### src/rtl/rtc_display_pkg.sv
// Shared constants for the RTC display shadow: byte map, FSM states and a BCD helper.
package rtc_display_pkg;

  localparam int unsigned ADDR_HOUR0  = 0;
  localparam int unsigned ADDR_HOUR1  = 1;
  localparam int unsigned ADDR_HOUR2  = 2;
  localparam int unsigned ADDR_FECHA0 = 3;
  localparam int unsigned ADDR_FECHA1 = 4;
  localparam int unsigned ADDR_FECHA2 = 5;
  localparam int unsigned ADDR_TIMER0 = 6;
  localparam int unsigned ADDR_TIMER1 = 7;
  localparam int unsigned ADDR_TIMER2 = 8;
  localparam int unsigned ADDR_CTRL   = 9;

  localparam int unsigned NUM_BYTES         = 9;
  localparam int unsigned CTRL_ALARM_EN_BIT = 0;

  typedef enum logic [1:0] {
    IDLE = 2'd0,
    COPY = 2'd1,
    DONE = 2'd2
  } state_t;

  function automatic logic is_bcd(input logic [7:0] b);
    return (b[7:4] <= 4'd9) && (b[3:0] <= 4'd9);
  endfunction

endpackage

### src/rtl/rtc_display_shadow_frame_edge_detect.sv
// Registers vsync once and pulses o_frame_start for one cycle when vsync turns active.
module frame_edge_detect #(
  parameter bit VSYNC_ACTIVE_LOW = 1'b1
) (
  input  logic i_clk,
  input  logic i_rst,
  input  logic i_vsync,
  output logic o_frame_start
);

  logic r_vsync;
  logic w_active_now;
  logic w_active_prev;

  // Reset to the inactive level so a held-active vsync still yields one pulse after reset.
  always_ff @(posedge i_clk or posedge i_rst) begin
    if (i_rst) r_vsync <= VSYNC_ACTIVE_LOW;
    else       r_vsync <= i_vsync;
  end

  assign w_active_now  = VSYNC_ACTIVE_LOW ? ~i_vsync : i_vsync;
  assign w_active_prev = VSYNC_ACTIVE_LOW ? ~r_vsync : r_vsync;
  assign o_frame_start = w_active_now && !w_active_prev;

endmodule

### src/rtl/rtc_display_shadow.sv
// Shadow bank for RTC time/date/timer bytes, committed to display registers on vsync start.
// Optional BCD_CHECK_EN: byte writes with a non-BCD nibble are accepted but dropped, setting err.
module rtc_display_shadow #(
  parameter bit          VSYNC_ACTIVE_LOW = 1'b1,
  parameter int unsigned ADDR_W           = 4,
  parameter int unsigned NUM_BYTES        = 9
) (
  input  logic              clk,
  input  logic              reset,
  input  logic              wr_valid,
  output logic              wr_ready,
  input  logic [ADDR_W-1:0] wr_addr,
  input  logic [7:0]        wr_data,
  input  logic              vsync,
  output logic [7:0]        hour_out1,
  output logic [7:0]        hour_out2,
  output logic [7:0]        hour_out3,
  output logic [7:0]        fecha_out1,
  output logic [7:0]        fecha_out2,
  output logic [7:0]        fecha_out3,
  output logic [7:0]        timer_out1,
  output logic [7:0]        timer_out2,
  output logic [7:0]        timer_out3,
  output logic              activar_alarma,
  output logic              err,
  output logic              busy
);

  import rtc_display_pkg::*;

  localparam int unsigned IDX_W = $clog2(NUM_BYTES);
  localparam logic [IDX_W-1:0] LAST_IDX = IDX_W'(NUM_BYTES - 1);

  state_t           r_state;
  state_t           w_state_nxt;
  logic [7:0]       r_shadow [NUM_BYTES];
  logic [7:0]       r_disp   [NUM_BYTES];
  logic [IDX_W-1:0] r_idx;
  logic             r_dirty;
  logic             r_alarm_en;
  logic             r_alarm;
  logic             r_err;

  logic        w_frame_start;
  logic [31:0] w_addr_ext;
  logic        w_bcd_bad;
  logic        w_ready;
  logic        w_busy;
  logic        w_fire;
  logic        w_byte_wr;
  logic        w_ctrl_wr;
  logic        w_set_err;
  logic        w_start_copy;
  logic        w_copy_en;
  logic        w_in_done;
  logic        w_timer_zero;

  frame_edge_detect #(
    .VSYNC_ACTIVE_LOW(VSYNC_ACTIVE_LOW)
  ) u_frame_edge (
    .i_clk         (clk),
    .i_rst         (reset),
    .i_vsync       (vsync),
    .o_frame_start (w_frame_start)
  );

  assign w_addr_ext = 32'(wr_addr);

`ifdef BCD_CHECK_EN
  assign w_bcd_bad = !is_bcd(wr_data);
`else
  assign w_bcd_bad = 1'b0;
`endif

  assign w_fire    = wr_valid && w_ready;
  assign w_ctrl_wr = w_fire && (w_addr_ext == ADDR_CTRL);
  assign w_byte_wr = w_fire && (w_addr_ext < NUM_BYTES) && !w_bcd_bad;
  assign w_set_err = w_fire && ((w_addr_ext > ADDR_CTRL) ||
                                ((w_addr_ext < NUM_BYTES) && w_bcd_bad));

  assign w_timer_zero = (r_disp[ADDR_TIMER0] == 8'h00) &&
                        (r_disp[ADDR_TIMER1] == 8'h00) &&
                        (r_disp[ADDR_TIMER2] == 8'h00);

  always_ff @(posedge clk or posedge reset) begin
    if (reset) r_state <= IDLE;
    else       r_state <= w_state_nxt;
  end

  always_comb begin
    w_state_nxt  = r_state;
    w_ready      = 1'b1;
    w_busy       = 1'b0;
    w_start_copy = 1'b0;
    w_copy_en    = 1'b0;
    w_in_done    = 1'b0;
    unique case (r_state)
      IDLE: begin
        if (w_frame_start && r_dirty) begin
          w_state_nxt  = COPY;
          w_start_copy = 1'b1;
        end
      end
      COPY: begin
        w_ready   = 1'b0;
        w_busy    = 1'b1;
        w_copy_en = 1'b1;
        if (r_idx == LAST_IDX) w_state_nxt = DONE;
      end
      DONE: begin
        w_in_done   = 1'b1;
        w_state_nxt = IDLE;
      end
      default: w_state_nxt = IDLE;
    endcase
  end

  always_ff @(posedge clk or posedge reset) begin
    if (reset) begin
      r_idx      <= '0;
      r_dirty    <= 1'b0;
      r_alarm_en <= 1'b0;
      r_alarm    <= 1'b0;
      r_err      <= 1'b0;
      for (int unsigned i = 0; i < NUM_BYTES; i++) begin
        r_shadow[i] <= '0;
        r_disp[i]   <= '0;
      end
    end else begin
      if (w_start_copy)   r_idx <= '0;
      else if (w_copy_en) r_idx <= r_idx + IDX_W'(1);

      // A write landing in the commit-start cycle keeps dirty so it is shown again next frame.
      if (w_byte_wr)         r_dirty <= 1'b1;
      else if (w_start_copy) r_dirty <= 1'b0;

      for (int unsigned i = 0; i < NUM_BYTES; i++) begin
        if (w_byte_wr && (w_addr_ext == i))     r_shadow[i] <= wr_data;
        if (w_copy_en && (32'(r_idx) == i))     r_disp[i]   <= r_shadow[i];
      end

      if (w_ctrl_wr) r_alarm_en <= wr_data[CTRL_ALARM_EN_BIT];

      if (w_ctrl_wr && !wr_data[CTRL_ALARM_EN_BIT]) begin
        r_alarm <= 1'b0;
      end else if (w_in_done) begin
        if (r_alarm_en && w_timer_zero) r_alarm <= 1'b1;
        else if (!w_timer_zero)         r_alarm <= 1'b0;
      end

      if (w_set_err) r_err <= 1'b1;
    end
  end

  assign wr_ready       = w_ready;
  assign busy           = w_busy;
  assign hour_out1      = r_disp[ADDR_HOUR0];
  assign hour_out2      = r_disp[ADDR_HOUR1];
  assign hour_out3      = r_disp[ADDR_HOUR2];
  assign fecha_out1     = r_disp[ADDR_FECHA0];
  assign fecha_out2     = r_disp[ADDR_FECHA1];
  assign fecha_out3     = r_disp[ADDR_FECHA2];
  assign timer_out1     = r_disp[ADDR_TIMER0];
  assign timer_out2     = r_disp[ADDR_TIMER1];
  assign timer_out3     = r_disp[ADDR_TIMER2];
  assign activar_alarma = r_alarm;
  assign err            = r_err;

endmodule

### config.mk
export PLATFORM = sky130hd
export DESIGN_NAME = rtc_display_shadow
export DESIGN_NICKNAME = d
export VERILOG_FILES = /design/src/rtl/rtc_display_pkg.sv /design/src/rtl/rtc_display_shadow_frame_edge_detect.sv /design/src/rtl/rtc_display_shadow.sv
export SDC_FILE = /design/constraint.sdc
export NUM_CORES = 1
export LEC_CHECK = 0
export BUFFER_PORTS_ARGS = -buffer_cell sky130_fd_sc_hd__buf_2
export CORE_ASPECT_RATIO = 0.7
export CORE_UTILIZATION = 60
export CTS_CLUSTER_SIZE = 40
export DETAILED_ROUTE_END_ITERATION = 8
export GPL_TIMING_DRIVEN = 0
export PLACE_DENSITY = 0.87
export SYNTH_ARGS = -nofsm -noshare
export SYNTH_HDL_FRONTEND = slang
export SYNTH_SLANG_ARGS = --single-unit
### constraint.sdc
create_clock -name clk -period 15.1 [get_ports clk]
set_input_delay 2.265 -clock clk [delete_from_list [all_inputs] [get_ports clk]]
set_output_delay 2.265 -clock clk [all_outputs]
set_load 0.01 [all_outputs]
==> results of run 1 <==
[power breakdown]
group	leakage, uW	internal, uW	switching [uW]
sequential	0.00201	563	86.4
clock	0.000317	307	164
combinational	0.00142	197	173
total	0.00375	1070	423
[layer usage]
layer	vias to the layer above	share of wire (%)	track usage, %	wire length, microns
met3	9	7.6	7.38	972
met4	0	0.65	8.98	83
li1	1575	-	-	-
met5	-	0	0	0
met1	1883	43	35.3	5420
met2	125	49	43.2	6230
[metrics by stage]
stage	util [%]	power [uW]	setup slack, ns
2_1_floorplan	-	880	8.66
3_3_place_gp	68.3	992	7.37
3_5_place_dp	68.6	1020	11.35
4_1_cts	75.4	1500	11.37
5_1_grt	75.4	1560	11.29
6_report	75.4	1490	11.37
[Yosys cell counts]
cell	count	area, sq um
dfrtp_1	154	3850
mux2_2	135	1520
nand2_1	18	67.6
mux2_4	8	120
nor4_1	8	50.1
o21ai_0	5	25.0
ha_1	4	50.1
inv_1	4	15.0
nand2b_1	4	25.0
clkbuf_1	3	11.3
buf_6	2	22.5
mux2_1	2	22.5
nand3_1	2	10.0
nor2_1	2	7.51
nor2_2	2	12.5
nor3_2	2	20.0
nor3b_2	2	25.0
a21oi_1	1	5.00
a31oi_1	1	6.26
a32o_1	1	10.0
a41oi_1	1	8.76
buf_2	1	5.00
buf_4	1	7.51
dfstp_2	1	26.3
inv_2	1	3.75
nand2_2	1	6.26
nand3_2	1	10.0
nand3b_2	1	11.3
nand4_1	1	6.26
nand4b_4	1	23.8
nor2b_1	1	6.26
nor3_1	1	5.00
nor4b_4	1	23.8
nor4bb_1	1	10.0
o21bai_1	1	7.51
o31ai_1	1	7.51
or4_1	1	7.51
[worst paths after layout]
check | from | end | slack [ns]
worst max-delay path | r_state[1]$_DFFE_PP0P_ | busy | 11.37
worst min-delay path | fecha_out2[4]$_DFFE_PP0P_ | fecha_out2[4]$_DFFE_PP0P_ | 0.50
worst max register to register | r_state[1]$_DFFE_PP0P_ | r_shadow[41]$_DFFE_PP0P_ | 13.05
worst min register to register | fecha_out2[4]$_DFFE_PP0P_ | fecha_out2[4]$_DFFE_PP0P_ | 0.50
max in group asynchronous | reset | fecha_out1[6]$_DFFE_PP0P_ | 12.34
min in group asynchronous | reset | hour_out1[4]$_DFFE_PP0P_ | 1.94
[worst max-delay path, cell delays in order, from the launching register on]
cell	delay, ns
dfrtp_1	0.42
nand2b_1	0.17
buf_6	0.15
inv_2	0.15
buf_2	0.17
[cell type report]
| type | instances | area (sq um) | share of cell area (%) |
|---|---|---|---|
| multi-input combinational | 210 | 2110 | 28.7 |
| tap | 128 | 160 | 2.18 |
| clock inverter | 10 | 188 | 2.55 |
| clock buffer | 22 | 474 | 6.44 |
| timing repair buffer | 91 | 478 | 6.49 |
| sequential | 155 | 3880 | 52.7 |
| inverter | 5 | 23.8 | 0.323 |
| buffer | 7 | 46.3 | 0.629 |
[cells by family (layout without fill, tap and decap cells)]
kind of cell | Yosys count | after routing | share of synthesized area, %
flops | 155 | 155 | 64.1
simple gates | 50 | 50 | 5.41
buf+inv | 12 | 135 | 1.07
compound gates | 11 | 11 | 1.16
mux | 145 | 145 | 27.5
fa+ha+maj | 4 | 4 | 0.826
==> metrics.md, run 1 <==
| Metric | Value |
|---|---|
| Post-place instance area | ~0.0067 sq mm |
| IO Count | between 90 and 100 |
| Hold_buf cts | 0 |
| Residual DRC | 0 |
| Worst Hold Class | reg2reg |
| Count of pins over their slew limit | 0 |
| CTS tree | built |
| Final Hold Fails | 0 |
| GRT Residual Overflow | 0 |
| Critical path class | reg2out |
| TritonCTS Buffers | 17 |
| Detailed Route WL | about 13000 microns |
| Die X-Extent | between 100 and 150 microns |
| Ant diodes | 0 |
| Die Footprint | between 0.01 and 0.015 sq mm |
| Initial DRC Count | between 200 and 250 |
| H-tree lvl count | 4 |
| Drt wl/cell | 20.2 microns |
| Post-route minimum period | 3.73 ns |
| Height of the die | ~86 microns |
| Antenna Nets Post-Route | 0 |
| Port bufs | 90 |
| Synth-to-layout area growth | 21.5% |
| Worst Hold Depth | 1 |
| Share of layout cells above drive strength 1 | 56.4% |
| Largest register by flop count | r_shadow |
| Startpoint Class | flip-flop |
| Total GRT Usage | 26.7% |
| Post-Layout Cell Count | 628 |
| Clock-pin slew on the worst setup and hold paths | around 0.06 ns |
| Maximum vdd drop | 0.000124 V |
| Slew headroom | 47.6% |
| Seq/Total Area, Yosys | around 64% |
| Initial core utilization | between 60 and 70% |
| Distinct cell type count after synthesis | 37 |
| Maximum clock frequency | ~0.27 GHz |
| Vias in the first global route | around 3.8k |
| First-pass GRT wire length | a little over 20000 microns |
| Most common cell after layout, fill and taps aside | dfrtp_1 |
| Syn Inst Count | between 300 and 400 |
| Mapped Avg Cell Area | approximately 16 sq um |
| RSZ-0062 raised after global routing | no |
| Fin crit share | approximately a quarter |
| Arrival time worst endpoint | 1.46 ns |
| Power per cell area | roughly 200 mW/mm^2 |
| Site Rows | 30 |
| Cell leakage power | 0.00375 uW |
| Req. time, crit path | about 13 ns |
| Final instance area | between 0.007 and 0.008 sq mm |
| Resized Gates After CTS | 0 |
| Synthesized flop and latch total | approximately 160 |
| Routability cong. | between 0.8 and 0.9 |
| Reg2reg path depth | 7 |
| Syn. warnings | 0 |
| Max reg flops | 72 |
| Max FO, Critical Path | 9 |
| # clock sinks | 155 |
| Max cap viols | 0 |
| Final setup viols | 0 |
| Avg Vias per Cell | about 5.7 |
| Post-synthesis cell area | 0.00606 sq mm |
| Worst skew pair latency | between 0.4 and 0.5 ns |
| Total core area | between 0.009 and 0.01 sq mm |
| Worst Max-Slew Pin Slew | 0.781 ns |
| Dpl cells | approximately 600 |
| Most frequent cells in the layout | dfrtp_1 (154), mux2_2 (135), buf_2 (91) |
| Vias | ~3.6k |
| Crit. End Element | primary output |
| Skew final | around 0.009 ns |
| Final net count | 507 |
| Post-CTS Setup Repair Bufs | 0 |
| Max clock buf depth | 2 |
| Initial antenna violation count | 0 |
| # fillers | 604 |
| CTS root buf | clkbuf_16 |
| Initial DRT Pass Iterations | 5 |
| Final Hold Slack | around 0.5 ns |
| Status | complete, no violations |
| Largest net degree at the start of global routing | 86 |
| Setup Total Neg Slack | 0 ns |
| Mapped Nets | around 400 |
| DP Wirelength | around 8300 microns |
Note: power is estimated with default switching activity, not from simulation.
==> run 2, diff against run 1 <==
- CORE_UTILIZATION: 60 -> 56
- PLACE_DENSITY: 0.87 -> 0.82
- clock period: 15.1 -> 3.7 ns (I/O delays scaled with it)
==> run 2 against run 1 <==
Effect of this change: via count decreased by 0.72%; critical path type is now reg2reg; clock-buffer cell count decreased by 1; non-clock buffer count increased by 2; sequential power increased to 4.1 times the previous value; combinational power increased to 4.1 times the previous value; critical path depth increased by 1.
==> metrics.md, run 2 (synthesis results as in run 1) <==
| Metric | Value |
|---|---|
| Port bufs | 90 |
| Skew final | approximately 0.008 ns |
| GRT Residual Overflow | 0 |
| First-pass GRT wire length | about 20000 microns |
| Status | complete, no violations |
| Cell leakage power | roughly 0.0037 uW |
| Worst Max-Slew Pin Slew | approximately 0.9 ns |
| Maximum vdd drop | between 0.0003 and 0.0004 V |
| Vias | 3566 |
| Max clock buf depth | 2 |
| Startpoint Class | flip-flop |
| Worst path max stage delay | 0.64 ns |
| Residual DRC | 0 |
| Most common cell after layout, fill and taps aside | dfrtp_1 |
| Vias in the first global route | between 3k and 4k |
| RSZ-0062 raised after global routing | no |
| Post-route minimum period | between 2 and 2.5 ns |
| Final core occ | a little over two thirds |
| H-tree lvl count | 4 |
| Final net count | about 510 |
| Max cap viols | 0 |
| Resized Gates After CTS | 0 |
| Drt wl/cell | approximately 20 microns |
| Height of the die | around 89 microns |
| Critical path class | reg2reg |
| Initial antenna violation count | 0 |
| Setup Total Neg Slack | 0 ns |
| Pwr Total | 5870 uW |
| Max reg flops | 72 |
| TritonCTS Buffers | 17 |
| Clock-pin slew on the worst setup and hold paths | roughly 0.06 ns |
| Initial core utilization | roughly three fifths |
| Most frequent cells in the layout | dfrtp_1 (154), mux2_2 (135), buf_2 (91) |
| Power per cell area | between 800 and 900 mW/mm^2 |
| Maximum clock frequency | approximately 0.49 GHz |
| Die Footprint | between 0.01 and 0.015 sq mm |
| # clock sinks | between 150 and 200 |
| Final Hold Slack | around 0.25 ns |
| Arrival time worst endpoint | roughly 2.4 ns |
| CTS tree | built |
| Max FO, Critical Path | 9 |
| Count of pins over their slew limit | 0 |
| WP depth | 5 |
| Initial DRC Count | 140 |
| Slew headroom | between 40 and 50% |
| IO Count | slightly above 90 |
| Initial DRT Pass Iterations | 4 |
| Worst Hold Class | in2reg |
| Crit. End Element | flip-flop |
| # fillers | 712 |
| Largest net degree at the start of global routing | 47 |
| Reg2reg path depth | 5 |
| Hold_buf cts | 0 |
| Largest register by flop count | r_shadow |
| Req. time, crit path | ~4.0 ns |
| Ant diodes | 0 |
| DP Wirelength | between 8000 and 9000 microns |
| Die X-Extent | about 130 microns |
| Detailed Route WL | between 10000 and 15000 microns |
| Total core area | ~0.010 sq mm |
| Site Rows | 31 |
| Setup WS post-layout | around 1.7 ns |
| Worst skew pair latency | around 0.42 ns |
| CTS root buf | clkbuf_16 |
| Fin crit share | between 50% and 60% |
| Post-CTS Setup Repair Bufs | 0 |
| Final Hold Fails | 0 |
| Routability cong. | 0.791 |
| Share of layout cells above drive strength 1 | a little under three fifths |
| Worst Hold Depth | 1 |
| CP bufs+invs | 1 |
| Family with the most delay on the worst path | simple AND/OR/NAND/NOR gates |
| Slowest-stage cell, CP | nor3_2 |
| Final setup viols | 0 |
| Synth-to-layout area growth | 21.1% |
| Antenna Nets Post-Route | 0 |
| CP Cell Sequence | inv_1, ha_1, nand2_1, nor3_2, mux2_2 |
| Avg Vias per Cell | between 5 and 6 |
| Pre-CTS setup slack | around 1.6 ns |
| Total GRT Usage | 24.7% |
==> run 2: cell count changes in the layout (fill, tap and decap cells not counted) <==
cell	change
buf_12	+3
buf_16	-1
bufinv_16	-3
clkbuf_1	-2
clkbuf_8	+1
clkinv_2	+4
clkinvlp_4	+1
inv_6	-1
==> run 2: final cells by class <==
class | instances | area, sq um | area share [%]
Buffer | 7 | 46.3 | 0.631
Clock buffer | 21 | 480 | 6.55
Clock inverter | 11 | 118 | 1.60
Inverter | 5 | 22.5 | 0.307
Multi-Input combinational cell | 210 | 2110 | 28.8
Sequential cell | 155 | 3880 | 52.9
Tap cell | 132 | 165 | 2.25
Timing Repair Buffer | 93 | 510 | 6.96
==> run 2: report_power, final <==
part	internal [uW]	leakage, uW	switching [uW]
Sequential	2300	0.00201	346
Combinational	805	0.00143	699
Clock	1060	0.000295	663
Total	4160	0.00374	1710
==> run 2: per-stage QoR <==
stage	cells	instance area [sq um]
6_report	634	7330
5_1_grt	634	7330
4_1_cts	634	7330
3_5_place_dp	602	6740
3_3_place_gp	599	6680
2_1_floorplan	377	6060
==> run 2: worst paths after layout <==
| path | end | slack, ns | startpoint |
|---|---|---|---|
| setup / recovery | timer_out3[0]$_DFFE_PP0P_ | 1.66 | r_idx[0]$_DFFE_PP0P_ |
| hold / removal | u_frame_edge.r_vsync$_DFF_PP1_ | 0.25 | vsync |
| setup reg to reg | timer_out3[0]$_DFFE_PP0P_ | 1.66 | r_idx[0]$_DFFE_PP0P_ |
| hold reg to reg | err$_DFFE_PP0P_ | 0.48 | err$_DFFE_PP0P_ |
| max in group asynchronous | u_frame_edge.r_vsync$_DFF_PP1_ | 2.42 | reset |
| min in group asynchronous | r_shadow[58]$_DFFE_PP0P_ | 0.31 | reset |
==> run 2: layer usage <==
layer / global-route usage, % / vias up / part of all wire, %
met5: 0 / - / 0
met3: 6.10 / 25 / 4.8
met4: 11.7 / 0 / 2.4
li1: - / 1581 / -
met2: 40.1 / 89 / 48
met1: 31.9 / 1871 / 45
==> run 2: worst reg2reg max path, delay by kind of cell (launching register included) <==
family / cells / cell delay (ns)
adders and majority gates: 1 / 0.22
DFF: 1 / 0.42
buffers and inverters: 1 / 0.13
and+or+nand+nor: 2 / 0.74
muxes: 1 / 0.42
